[config.mk]
export PLATFORM = sky130hd
export DESIGN_NAME = conv_2d_seq_ctrl
export DESIGN_NICKNAME = d
export VERILOG_FILES = /design/src/rtl/conv_2d_seq_ctrl.sv
export SDC_FILE = /design/constraint.sdc
export NUM_CORES = 1
export LEC_CHECK = 0
export ABC_AREA = 1
export CORE_ASPECT_RATIO = 0.5
export CORE_UTILIZATION = 40
export CTS_CLUSTER_DIAMETER = 30
export DETAILED_ROUTE_END_ITERATION = 10
export PLACE_DENSITY = 0.65
export SLEW_MARGIN = 40
export SYNTH_ARGS = -nofsm -noshare
export SYNTH_HDL_FRONTEND = slang
export SYNTH_SLANG_ARGS = --single-unit
[constraint.sdc]
create_clock -name clk_i -period 9.3 [get_ports clk_i]
set_clock_uncertainty 0.15 [all_clocks]
set_input_delay 1.86 -clock clk_i [delete_from_list [all_inputs] [get_ports clk_i]]
set_output_delay 1.86 -clock clk_i [all_outputs]
set_load 0.005 [all_outputs]
[src/rtl/conv_2d_seq_ctrl.sv]
// conv_2d_seq_ctrl: sequencer for a single-MAC 2D valid convolution.
// Walks output pixels in raster order and reads the 25 input/kernel element pairs of each pixel.
// Both RAMs are read with one cycle of latency. The MAC runs one cycle behind the address stream.
// The saturated result is presented on a valid/ready port.
// Optional feature: define CONV_RELU_EN to clamp negative results to zero (ReLU).
module conv_2d_seq_ctrl #(
    parameter int IN_DIM = 28,
    parameter int K_DIM  = 5,
    parameter int DATA_W = 8,
    parameter int ACC_W  = 20,
    parameter int OUT_W  = 16,
    parameter int ADDR_W = 10
) (
    input  logic                     clk_i,
    input  logic                     rst_ni,
    input  logic                     start_i,
    input  logic                     abort_i,
    output logic                     busy_o,
    output logic                     done_o,
    output logic [ADDR_W-1:0]        in_addr_o,
    input  logic signed [DATA_W-1:0] in_rdata_i,
    output logic [4:0]               k_addr_o,
    input  logic signed [DATA_W-1:0] k_rdata_i,
    output logic                     out_valid_o,
    input  logic                     out_ready_i,
    output logic signed [OUT_W-1:0]  out_data_o,
    output logic [4:0]               out_row_o,
    output logic [4:0]               out_col_o
);

    localparam int OUT_DIM = IN_DIM - K_DIM + 1;
    localparam int KC_W    = (K_DIM > 1) ? $clog2(K_DIM) : 1;
    localparam int IDX_W   = 5;

    localparam logic [KC_W-1:0]  K_LAST   = KC_W'(K_DIM - 1);
    localparam logic [IDX_W-1:0] PIX_LAST = IDX_W'(OUT_DIM - 1);

    // Saturation bounds expressed at accumulator width; the minimum is the bitwise complement of the maximum.
    localparam logic signed [ACC_W-1:0] SAT_MAX = ACC_W'((1 << (OUT_W - 1)) - 1);
    localparam logic signed [ACC_W-1:0] SAT_MIN = ~SAT_MAX;

    typedef enum logic [2:0] {
        S_IDLE,
        S_RUN,
        S_DRAIN,
        S_OUT,
        S_FIN
    } state_t;

    state_t                    state_q, state_d;
    logic [IDX_W-1:0]          row_q, row_d;
    logic [IDX_W-1:0]          col_q, col_d;
    logic [KC_W-1:0]           kr_q, kr_d;
    logic [KC_W-1:0]           kc_q, kc_d;
    logic signed [ACC_W-1:0]   acc_q, acc_d;
    // High in the cycle where RAM data returned for a read issued in RUN is on the bus.
    logic                      rd_vld_q, rd_vld_d;

    logic signed [2*DATA_W-1:0] prod;
    logic signed [ACC_W-1:0]    prod_ext;
    logic [ADDR_W-1:0]          in_row;
    logic [ADDR_W-1:0]          in_col;
    logic signed [OUT_W-1:0]    sat_val;

    assign prod     = in_rdata_i * k_rdata_i;
    assign prod_ext = {{(ACC_W - 2*DATA_W){prod[2*DATA_W-1]}}, prod};

    assign in_row    = ADDR_W'(row_q) + ADDR_W'(kr_q);
    assign in_col    = ADDR_W'(col_q) + ADDR_W'(kc_q);
    assign in_addr_o = in_row * ADDR_W'(IN_DIM) + in_col;
    assign k_addr_o  = 5'(kr_q) * 5'(K_DIM) + 5'(kc_q);

    assign busy_o      = (state_q != S_IDLE);
    assign done_o      = (state_q == S_FIN);
    assign out_valid_o = (state_q == S_OUT);
    assign out_row_o   = row_q;
    assign out_col_o   = col_q;
    assign out_data_o  = sat_val;

    // State and counter registers; reset clears every bit of progress.
    always_ff @(posedge clk_i or negedge rst_ni) begin
        if (!rst_ni) begin
            state_q  <= S_IDLE;
            row_q    <= '0;
            col_q    <= '0;
            kr_q     <= '0;
            kc_q     <= '0;
            acc_q    <= '0;
            rd_vld_q <= 1'b0;
        end else begin
            state_q  <= state_d;
            row_q    <= row_d;
            col_q    <= col_d;
            kr_q     <= kr_d;
            kc_q     <= kc_d;
            acc_q    <= acc_d;
            rd_vld_q <= rd_vld_d;
        end
    end

    // Next-state logic: kernel walk, MAC update, pixel advance and abort override.
    always_comb begin
        state_d  = state_q;
        row_d    = row_q;
        col_d    = col_q;
        kr_d     = kr_q;
        kc_d     = kc_q;
        acc_d    = rd_vld_q ? (acc_q + prod_ext) : acc_q;
        rd_vld_d = (state_q == S_RUN) && !abort_i;

        case (state_q)
            S_IDLE: begin
                if (start_i) begin
                    state_d = S_RUN;
                    row_d   = '0;
                    col_d   = '0;
                    kr_d    = '0;
                    kc_d    = '0;
                    acc_d   = '0;
                end
            end
            S_RUN: begin
                if (kc_q == K_LAST) begin
                    kc_d = '0;
                    if (kr_q == K_LAST) begin
                        kr_d    = '0;
                        state_d = S_DRAIN;
                    end else begin
                        kr_d = kr_q + KC_W'(1);
                    end
                end else begin
                    kc_d = kc_q + KC_W'(1);
                end
            end
            S_DRAIN: begin
                state_d = S_OUT;
            end
            S_OUT: begin
                if (out_ready_i) begin
                    if (row_q == PIX_LAST && col_q == PIX_LAST) begin
                        state_d = S_FIN;
                    end else begin
                        if (col_q == PIX_LAST) begin
                            col_d = '0;
                            row_d = row_q + IDX_W'(1);
                        end else begin
                            col_d = col_q + IDX_W'(1);
                        end
                        acc_d   = '0;
                        state_d = S_RUN;
                    end
                end
            end
            S_FIN: begin
                state_d = S_IDLE;
            end
            default: begin
                state_d = S_IDLE;
            end
        endcase

        if (abort_i) begin
            state_d = S_IDLE;
            acc_d   = '0;
        end
    end

    // Saturate the accumulator to the output width, optionally followed by ReLU.
    always_comb begin
        if (acc_q > SAT_MAX) begin
            sat_val = {1'b0, {(OUT_W-1){1'b1}}};
        end else if (acc_q < SAT_MIN) begin
            sat_val = {1'b1, {(OUT_W-1){1'b0}}};
        end else begin
            sat_val = acc_q[OUT_W-1:0];
        end
`ifdef CONV_RELU_EN
        if (sat_val[OUT_W-1]) begin
            sat_val = '0;
        end
`else
`endif
    end

endmodule

==> results.md, run 1 <==
Global route:
- The overall global routing resource usage is 18.1%.
- The number of antenna violations at the first check in global routing came to 0.
- The first global-routing pass estimated 26300 um of wire.
- The number of global-route vias before repair came to 5520.
- The total congestion overflow after global routing is 0.
- The pin count of the biggest net entering global routing is 41.

Cells and area:
- The number of antenna cells inserted is 0.
- The layout cell share with drive strength beyond 1 is 3.84%.
- Cells fill 47.8% of the core in the end.
- The layout net count is 1135.
- The area growth from synthesis to layout is 14.3%.
- The number of fill cells in the layout is 1631.

Pwr:
- The design draws 0.00218 W.
- In this run the static leakage power is 4.48 nW.
- In this run, the combinational gates consume 80.9% of the power.
- VDD sags by at most 0.155 mV.
- In this run the power density over the cells is 274 nW/um^2.
- In this run switching power makes up 53.2% of total power.
- The proportion of power drawn by flip-flops and latches is 10.8%.
- The internal cell power is 0.00102 W.
- The power share of the clock group is 8.3%.
- The switching power total is 0.00116 W.

Placement:
- The global placement routability congestion is 0.957.
- Buffers placed on the I/O ports in this run total 64.
- Summed over all nets, the half-perimeter wirelength after detailed placement is 12800 um.

STA:
- Counting I/O delays and the setup requirement, the final critical path takes 6.92 ns.
- Measured against its own limit, the worst slew margin works out to 47.0%.
- The transition time at the pin with the least slew margin is 0.792 ns.
- The setup-violating endpoint count in the final report is 0.
- Setup repair after global routing left no endpoint under its margin.
- The achievable clock frequency is 0.145 GHz.
- The hold violation total from the final report came to 0.
- The final count of pins violating max slew is 0.
- The setup TNS after final layout is 0 ns.
- Of the available clock period, the critical path in the final layout requires 74.4%.

Synth:
- In the synthesized netlist the async set-or-reset flop fraction comes to 100%.
- Sequential cells were found to cover 14.4% of the synthesized design area.
- The number of flops mapped to enable cells by yosys is 0.
- The top flip-flop cell by instance count after synthesis is dfrtp_1.
- The synthesis warning total is 0.
- The mean instance size in the synthesized netlist is 7.84 um^2.
- The number of nets handed over by synthesis was 1087.
- The flop and latch count out of synthesis is 40.
- The summed instance area of the synthesized netlist is 6970 um^2.
- Synthesis produced 889 cells.
- The distinct cell type count of the synthesized netlist is 38.

Floorplan:
- The y dimension of the die is 95.3 um.
- The total area inside the core boundary comes to 16700 um^2.
- Once the floorplan was initialized, standard cells occupied 41.8% of the core.
- Measured along the x axis, the die boundary spans 189 um.
- The die covers 18000 um^2.
- The number of placed I/O pins is 65.
- The number of standard-cell rows in the floorplan is 33.

Clocking:
- For the worst-skew pair, the clock arrives at the later sink with an insertion delay of 0.29 ns.
- The post-CTS setup repair buffer count is 0.
- The clock net in this run drives a total of 40 sinks.
- In this run, post-CTS repair resized a total of 0 instances.
- The TritonCTS buffer count is 5.
- TritonCTS built the clock tree.
- The library cell used as clock root buffer is clkbuf_16.
- The post-cts hold buffer count is 0.
- The clock tree synthesis step divided the H-tree into 2 levels.
- After clock tree synthesis, the clock-pin slew on the worst setup and hold paths is 0.06 ns.
- The number of buffers between clock root and the deepest sink is 2.

Route:
- The final route contains 5439 vias.
- Dividing the detail-routed wire length by the instance count gives 12.8 um.
- The number of detailed-routing iterations run before antenna repair is 4.
- The starting DRC count in detailed routing is 286.
- Dividing the detail-routed via count by the number of cells gives 4.67.
- The final routed DRC violation total is 0.
- The count of antenna-violating nets left after detailed routing is 0.
- The routed wire length is 14900 um.

Hold path:
- The class of the most critical hold timing path is reg -> reg.

Run status:
- The flow ran to the end, and the final reports show no timing, DRC or antenna violations.

Worst setup path:
- The worst setup path is of the in -> reg kind.
- The largest fanout of any net on the critical path is 12.
- STA classifies the critical path endpoint as a flip-flop.
- Data arrives at the worst endpoint at 6.95 ns.
- The critical path data required time is 9.34 ns.
- STA classifies the critical path startpoint as an input pin.

Run:
- The max capacitance violation total is 0.
## registers in the layout, summed over array words and instances, names as in the netlist
register and count:
state_q 3, acc_q 20, out_row_o 5, kc_q 3, out_col_o 5, rd_vld_q 1
kr_q 3
## cell families (layout without fill, tap and decap cells)
group	after synthesis	count (layout)	synth area share, %
AO/OA/AOI/OAI	90	90	7.20
XOR/XNOR	22	22	2.77
adder cells (fa/ha/maj)	177	177	42.3
buffers and inverters	251	300	13.6
flip-flops	40	40	14.4
AND/OR/NAND/NOR	309	309	19.7
## synthesized netlist by cell type, types with 6 or more instances
library cell	n	area share (%)
xnor2_1	6	0.75
dfrtp_1	40	14
o21ai_0	25	1.8
nand3_1	40	2.9
nand2_1	172	9.3
fa_1	98	28
xor2_1	16	2.0
nor2_2	9	0.81
inv_1	224	12
nor3_1	6	0.43
a21oi_1	49	3.5
clkbuf_1	22	1.2
nor2_1	56	3.0
ha_1	79	14
nand4_1	11	0.99
## worst max-delay path: stages
cell and delay [ns]:
clkdlybuf4s50_1 0.65, nand2_1 0.09, inv_1 0.54, fa_1 0.56, fa_1 0.54, fa_1 0.46, fa_1 0.49, ha_1 0.30
ha_1 0.36, nand2_1 0.14, inv_1 0.05, a21oi_1 0.28, nand2_1 0.16, nand2_1 0.11, nand3_1 0.07, nand2_1 0.06
nand3_1 0.09, nand2_1 0.10, inv_1 0.04
## final timing paths
| check | slack, ns | startpoint | endpoint | cells past startpoint |
|---|---|---|---|---|
| worst max-delay path | 2.38 | k_rdata_i[1] | acc_q[13] | 19 |
| worst min-delay path | 0.42 | state_q[0] | state_q[0] | 2 |
| worst max register to register | 4.71 | acc_q[6] | acc_q[13] | 20 |
| worst min register to register | 0.42 | state_q[0] | state_q[0] | 2 |
| max in group asynchronous | 7.22 | rst_ni | acc_q[9] | 1 |
| min in group asynchronous | 1.41 | rst_ni | out_col_o[2] | 1 |
## routing by layer
metal  GRT usage, %  part of all wire, %  up-vias
met5              0                    0        -
met4           2.89                 0.84        0
met3           2.39                  3.7       12
met2           30.4                   44       81
met1           25.5                   51     2567
li1               -                    -     2779
## metrics by stage
stage | std cells | setup slack (ns) | hold WS (ns) | area (um^2)
3_3_place_gp | 1157 | 2.12 | 0.396 | 7790
2_1_floorplan | 889 | 3.00 | 0.363 | 6970
5_1_grt | 1165 | 2.06 | 0.477 | 7970
6_report | 1165 | 2.38 | 0.424 | 7970
3_5_place_dp | 1157 | 2.10 | 0.411 | 7810
4_1_cts | 1165 | 2.39 | 0.422 | 7970
## power by group through the flow
| stage | sequential (W) | combinational [W] | clock [W] |
|---|---|---|---|
| floorplan | 0.000220 | 0.00130 | 0 |
| global route | 0.000240 | 0.00205 | 0.000192 |
| finish | 0.000235 | 0.00177 | 0.000182 |
| global placement | 0.000238 | 0.00175 | 0 |
| detailed placement | 0.000239 | 0.00177 | 0 |
| CTS | 0.000236 | 0.00178 | 0.000187 |
## cell usage in the layout (no fill, tap or decap), types with 2 or more instances in the layout
cell	netlist	routed
inv_1	224	224
nand2_1	172	172
fa_1	98	98
ha_1	79	79
clkdlybuf4s50_1	0	63
nor2_1	56	56
a21oi_1	49	49
nand3_1	40	40
dfrtp_1	40	40
o21ai_0	25	25
xor2_1	16	16
nand4_1	11	11
nor2_2	9	9
xnor2_1	6	6
nor3_1	6	6
clkbuf_16	0	5
or2_2	3	3
nor3_4	3	3
o21ai_1	3	3
clkinv_1	2	2
o21bai_1	2	2
nand2_2	2	2
o211ai_1	2	2
inv_2	2	2
o21a_1	2	2
nand3b_1	2	2
## cell type report
| type | instances | area, um^2 | share of cell area (%) |
|---|---|---|---|
| multi-input combinational | 598 | 5030 | 63.2 |
| sequential | 40 | 1000 | 12.6 |
| timing repair buffer | 64 | 638 | 8.01 |
| clock inverter | 2 | 13.8 | 0.173 |
| tap | 227 | 284 | 3.57 |
| inverter | 228 | 856 | 10.7 |
| clock buffer | 6 | 139 | 1.74 |
(Power assumes the default switching activity.)
==> inputs of run 2 (changes only) <==
--- a/config.mk
+++ b/config.mk
@@ -10,7 +10,7 @@
 export CORE_UTILIZATION = 40
 export CTS_CLUSTER_DIAMETER = 30
 export DETAILED_ROUTE_END_ITERATION = 10
-export PLACE_DENSITY = 0.65
+export PLACE_DENSITY = 0.67
 export SLEW_MARGIN = 40
 export SYNTH_ARGS = -nofsm -noshare
 export SYNTH_HDL_FRONTEND = slang
==> constraint.sdc (replaced) <==
create_clock -name clk_i -period 6 [get_ports clk_i]
set_clock_uncertainty 0.15 [all_clocks]
set_input_delay 1.2 -clock clk_i [delete_from_list [all_inputs] [get_ports clk_i]]
set_output_delay 1.2 -clock clk_i [all_outputs]
set_load 0.005 [all_outputs]
==> run 2 against run 1 <==
Final area grew 6.5%. Flip-flop and latch count unchanged. Critical endpoint is now in_addr_o[8]. Hold slack got worse by 0.0065 ns. Via count is 6.5% higher. Largest cell class unchanged.
==> results.md, run 2 (synthesized netlist as in run 1, its figures left out) <==
Floorplan:
- The die covers 18000 um^2.
- The number of placed I/O pins is 65.
- In this run the standard cell core region covers 16700 um^2.
- From bottom edge to top edge, the die measures 95.3 um.
- The initial utilization of the core area, before any placement, comes to 41.8%.
- After floorplanning, the core was divided into 33 placement rows.
- The die is 189 um wide.

STA:
- The final count of pins violating max slew is 0.
- The relative max-transition margin is 45.7%.
- For the pin with the worst max-slew slack, the measured transition is 0.815 ns.
- The achievable clock frequency is 0.173 GHz.
- Setup repair after global routing left no endpoint under its margin.
- The minimum clock period is 5.79 ns.
- The hold violation total from the final report was 0.
- The share of the cycle needed by the critical path after routing is 96.4%.
- The worst path meets setup with 0.215 ns of slack.
- Setup violations remaining at the end of the flow were counted as 0.

Worst setup path:
- In this run the critical register-to-register path is captured at acc_q[19].
- The classification of the worst setup path is reg -> out.
- The worst setup path is captured at an output pin.
- The worst reg2reg path startpoint is acc_q[6].
- The worst-case register-to-register setup slack is 1.46 ns.
- STA puts the critical path data arrival time at 4.44 ns.
- The worst setup path is launched from a flip-flop.
- The number of cell instances on the worst register-to-register path is 21.
- The critical path data required time is 4.65 ns.
- The largest fanout of any net on the critical path is 5.

Global route:
- The number of antenna violations at the first check in global routing was 0.
- The total congestion overflow after global routing is 0.
- The number of global-route vias before repair was 5769.
- The first global-routing pass estimated 27100 um of wire.
- Entering global routing, the biggest net connects 41 pins.
- Global routing consumed, over all layers together, 18.6% of the routing resources.

Clocking:
- The library cell used as clock root buffer is clkbuf_16.
- Counting along the longest clock path gives a buffer depth of 2.
- The TritonCTS buffer count is 5.
- Clock-pin slew was measured on the worst setup and hold paths at 0.06 ns.
- The clock insertion delay at the later pin of the skew report is 0.29 ns.
- The clock net sink count is 40.
- The maximum level of the CTS H-tree is 2.
- TritonCTS built the clock tree.

Cells and area:
- The layout net count is 1191.
- The number of antenna cells inserted is 0.
- The area of all placed cells without fillers is 8490 um^2.
- The register with the most flip-flops in the layout has 20 of them.
- The most common cell after layout, fill and taps aside is inv_1.
- The library cells used most frequently in the layout, excluding fill and tap cells, are inv_1 (222), nand2_1 (170), fa_1 (97).
- The area growth from synthesis to layout is 21.8%.
- The register with the most flip-flops is acc_q.
- Of the cells placed in the final design, the portion with a size suffix greater than 1 is 10.7%.

Route:
- In this run the remaining antenna-violating nets after routing total 0.
- After the first detailed-routing iteration, the DRC count stood at 287.
- After detailed routing, the number of vias per cell comes to 4.74.
- The final routed DRC violation total is 0.
- The routed wire length is 15500 um.
- The first TritonRoute pass finished after 5 iterations.
- After detailed routing, the average wire length per cell comes to 12.7 um.
- The final route contains 5790 vias.

Placement:
- The count of port buffers added during placement is 64.
- The global placement routability congestion is 0.930.
- The worst-case setup slack after placement is -0.242 ns.
- Detailed placement ended at an HPWL of 13400 um.
- In this run the cell area measured after placement is 8230 um^2.

Hold path:
- The path class of the tightest hold or removal check is reg -> reg.
- For hold timing, the worst endpoint is state_q[0].
- The start point of the worst min-delay path is state_q[0].
- Along the worst hold path, the cell count comes to 2.

Pwr:
- The static leakage power is 4.79 nW.
- Power spread over the standard cell area amounts to 479 nW/um^2.
- The peak supply drop is 0.274 mV.

Run:
- The tool flagged a number of max-cap violations equal to 0.

Run status:
- The run finished with clean final reports.
-- run 2: changes by cell type in the layout (fill, tap and decap cells not counted), moves of 2 or more --
| cell | delta |
|---|---|
| nand2_1 | -2 |
| dfrtp_2 | +2 |
| ha_4 | +2 |
| clkdlybuf4s50_1 | -4 |
| buf_12 | +2 |
| ha_1 | -2 |
| nand2_2 | +2 |
| inv_1 | -2 |
| dfrtp_1 | -2 |
| inv_2 | +2 |
| a21oi_2 | +2 |
| a21oi_1 | -2 |
| buf_4 | +54 |
| dlymetal6s2s_1 | +4 |
-- run 2: what timing repair did --
item	4_1_cts	5_1_grt
hold buffers	0	0
resized for setup	0	20
endpoints found under the setup margin	0	14
buffers inserted	0	1
-- run 2: layout make-up --
type	count	area (um^2)
tap	227	284
clock inverter	3	46.3
inverter	228	856
clock buffer	5	125
sequential	40	1000
multi-input combinational	598	5080
fill	1589	8190
timing repair buffer	120	1090
-- run 2: layer usage --
layer,vias to the layer above,wire [um],GRT usage [%]
met3,17,460,2.21
met2,96,7100,32.0
li1,2891,-,-
met4,0,288,4.44
met5,-,0,0
met1,2786,7620,25.3
-- run 2: power by group --
group / switching, W / leakage [nW] / internal, W
Clock: 0.000123 / 0.0804 / 0.000198
Sequential: 0.0000581 / 0.549 / 0.000306
Combinational: 0.00179 / 4.16 / 0.00160
Total: 0.00197 / 4.79 / 0.00210
-- run 2: per-stage QoR --
step | std cells | power [W] | hold WS (ns) | TNS, ns | utilization, %
floorplan | 889 | 0.00235 | 0.363 | 0 | -
CTS | 1220 | 0.00399 | 0.422 | 0 | 50.4
global route | 1221 | 0.00456 | 0.464 | 0 | 50.9
finish | 1221 | 0.00407 | 0.418 | 0 | 50.9
detailed placement | 1212 | 0.00364 | 0.412 | -2.28 | 49.4
global placement | 1212 | 0.00360 | 0.394 | -1.86 | 49.3
-- run 2: worst max-delay path: stages (launching register included) --
cell	delay, ns
dfrtp_2	0.45
ha_1	0.24
fa_1	0.53
inv_1	0.10
fa_1	0.54
inv_1	0.04
ha_1	0.21
fa_1	0.44
ha_1	0.35
nand2_1	0.09
o211ai_1	0.27
nand2_1	0.09
nor2_1	0.12
xor2_1	0.15
clkdlybuf4s50_1	0.52
-- run 2: how the worst max path moves through the flow --
stage                       startpoint      endpoint  slack, ns  cells after the start
final                     out_row_o[0]  in_addr_o[8]       0.21                     14
after global routing           kr_q[0]  in_addr_o[9]      0.006                     16
after CTS                 k_rdata_i[7]     acc_q[19]       0.03                     21
after detailed placement  k_rdata_i[7]     acc_q[19]      -0.24                     21
after global placement    k_rdata_i[7]     acc_q[19]      -0.22                     21
after floorplan           k_rdata_i[7]     acc_q[12]       0.36                     17
==> inputs of run 3 (changes only) <==
--- a/config.mk
+++ b/config.mk
@@ -10,7 +10,7 @@
 export CORE_UTILIZATION = 40
 export CTS_CLUSTER_DIAMETER = 30
 export DETAILED_ROUTE_END_ITERATION = 10
-export PLACE_DENSITY = 0.67
+export PLACE_DENSITY = 0.65
 export SLEW_MARGIN = 40
 export SYNTH_ARGS = -nofsm -noshare
 export SYNTH_HDL_FRONTEND = slang
==> constraint.sdc (replaced) <==
create_clock -name clk_i -period 6.9 [get_ports clk_i]
set_clock_uncertainty 0.15 [all_clocks]
set_input_delay 1.38 -clock clk_i [delete_from_list [all_inputs] [get_ports clk_i]]
set_output_delay 1.38 -clock clk_i [all_outputs]
set_load 0.005 [all_outputs]
==> run 3 against run 2 <==
Clock power shrank 14%. Register-to-register slack gained 0.78 ns. Critical path depth rose by 5.
==> results.md, run 3 (synthesized netlist as in run 1, its figures left out) <==
Placement:
- The global placement routability congestion is 0.900.
- Detailed placement finished with a half-perimeter wire length of 13700 um.
- The count of port buffers added during placement is 64.

Clocking:
- The TritonCTS buffer count is 5.
- In this run the number of H-tree levels came out at 2.
- The clock net sink count is 40.
- The number of setup buffers added after CTS is 0.
- In this run, post-CTS repair resized a total of 0 instances.
- TritonCTS built the clock tree.
- The cell sitting at the root of the clock tree is a clkbuf_16.
- The number of buffers between clock root and the deepest sink is 2.
- The post-cts hold buffer count is 0.
- The later pin in the worst-skew pair is clocked with a latency of 0.28 ns.
- The post-CTS clock slew at the launch and capture registers of the worst setup and hold paths is 0.07 ns.

Global route:
- The total overflow left after global routing is 0.
- The pin count of the biggest net entering global routing is 41.
- The wire length of the first global-routing pass is 28300 um.
- The number of global-route vias before repair was 5807.
- Global routing used 19.7% of the available tracks across all layers.
- The number of antenna violations at the first check in global routing is 0.

Route:
- The routed layout has 5642 vias.
- Routed signal wires occupy layers up through met4.
- After detailed routing, the wire length on met1 is 8030 um.
- The routed via count divided by cell count is 4.79.
- After detailed routing, the met3 layer carries 579 um of wire.
- The count of nets left with antenna violations once routing finished came out at 0.
- In the final routed layout, each cell accounts on average for 13.5 um.
- The number of detailed-routing iterations run before antenna repair is 6.
- For this block, the initial DRC count from the detailed router was 336.
- The routed wire length is 16000 um.
- Detailed routing placed a total of 7200 um of wire on met2.
- The final routed DRC violation total is 0.

Run status:
- The flow ran to the end, and the final reports show no timing, DRC or antenna violations.

Pwr:
- VDD sags by at most 0.178 mV.
- The post-layout total power is 0.00308 W.
- The static leakage power is 4.55 nW.
- The ratio of total power to cell area is 382 nW/um^2.

Cells and area:
- The layout cell share with drive strength beyond 1 is 5.15%.
- From synthesis to final layout, the design area changed by 15.9%.
- Leaving out fill and tap cells, the most frequent cells in the layout are inv_1 (224), nand2_1 (172), fa_1 (98).
- After filler insertion, the fill cell instance count of the layout stands at 1636.
- The most common cell after layout, fill and taps aside is inv_1.
- The number of flip-flops in the largest register is 20.
- The number of antenna cells inserted is 0.
- At the end of the flow, the number of nets in the layout was 1149.
- acc_q holds more flip-flops than any other register.

STA:
- The achievable clock frequency is 0.155 GHz.
- The hold violation total from the final report is 0.
- Setup total negative slack on the finished layout was measured at 0 ns.
- The transition time at the pin with the least slew margin is 0.688 ns.
- The final count of pins violating max slew is 0.
- In the finished design, the share of the clock period the worst path needs comes to 93.7%.
- Setup repair after global routing left no endpoint under its margin.
- The clock period could shrink to 6.46 ns.
- Measured against its own limit, the worst slew margin works out to 54.1%.
- The setup-violating endpoint count in the final report is 0.

Floorplan:
- The standard cell core area is 16700 um^2.
- In this run the count of I/O pins placed on the die edge is 65.
- The die covers 18000 um^2.
- The y dimension of the die is 95.3 um.
- The effective utilization at floorplan is 41.8%.
- The die boundary width is 189 um.
- The floorplan has 33 rows.

Worst setup path:
- The number of cell instances on the worst register-to-register path is 18.
- The largest fanout of any net on the critical path is 12.
- The critical path startpoint category is an input pin.
- STA classifies the critical path endpoint as a flip-flop.
- The classification of the worst setup path is in -> reg.
- For the worst setup path, the data required time is 6.93 ns.
- The critical path data arrival time is 6.50 ns.

Hold path:
- The class of the most critical hold timing path is reg -> reg.
- The worst hold path passes through 2 cells.

Run:
- The max capacitance violation total is 0.
-- run 3: cell count changes in the layout (fill, tap and decap cells not counted), sizes merged --
cell | previous run | this run
clkdlybuf4s50 | 59 | 63
buf | 57 | 15
dlymetal6s2s | 4 | 0
-- run 3: final cells by class --
cell class	count	area, um^2	area share (%)
Multi-Input combinational cell	598	5020	62.1
Sequential cell	40	1000	12.4
Inverter	228	856	10.6
Timing Repair Buffer	78	743	9.21
Tap cell	227	284	3.52
Clock buffer	5	125	1.55
Clock inverter	3	46.3	0.574
-- run 3: worst paths after layout --
kind / end / slack (ns) / start
setup / recovery: acc_q[19] / 0.44 / in_rdata_i[7]
hold reg to reg: state_q[0] / 0.41 / state_q[0]
max in group asynchronous: out_col_o[4] / 5.30 / rst_ni
hold / removal: state_q[0] / 0.41 / state_q[0]
setup reg to reg: acc_q[12] / 2.24 / acc_q[6]
min in group asynchronous: out_row_o[3] / 0.93 / rst_ni
-- run 3: per-stage QoR --
stage               std cells  hold WS (ns)  setup slack [ns]  area [um^2]  utilization, %
floorplan                 889         0.363              1.08         6970               -
global placement         1171         0.394             0.152         7900            47.3
detailed placement       1171         0.394             0.127         7900            47.4
CTS                      1179         0.412             0.424         8070            48.4
global route             1179         0.453            0.0523         8070            48.4
finish                   1179         0.410             0.438         8070            48.4
-- run 3: critical path, cell delays in order --
cell	delay (ns)
clkdlybuf4s50_1	0.62
nand2_1	0.08
inv_1	0.52
fa_1	0.55
fa_1	0.53
fa_1	0.45
fa_1	0.50
ha_1	0.30
ha_1	0.37
nand2_1	0.17
inv_1	0.06
a21oi_1	0.36
nand2_1	0.18
nand2_1	0.10
nand2_1	0.07
nand3_1	0.08
nand3_1	0.07
nand2_1	0.06
inv_1	0.03
-- run 3: power breakdown --
group	total [W]	internal [W]	switching, W
combinational	0.00250	0.00100	0.00149
clock	0.000276	0.000172	0.000104
sequential	0.000308	0.000265	0.0000428
total	0.00308	0.00144	0.00164
-- run 3: per-layer routing --
layer	vias to the layer above	GRT usage (%)
li1	2804	-
met2	91	33.3
met5	-	0
met4	0	3.23
met3	10	2.25
met1	2737	27.8
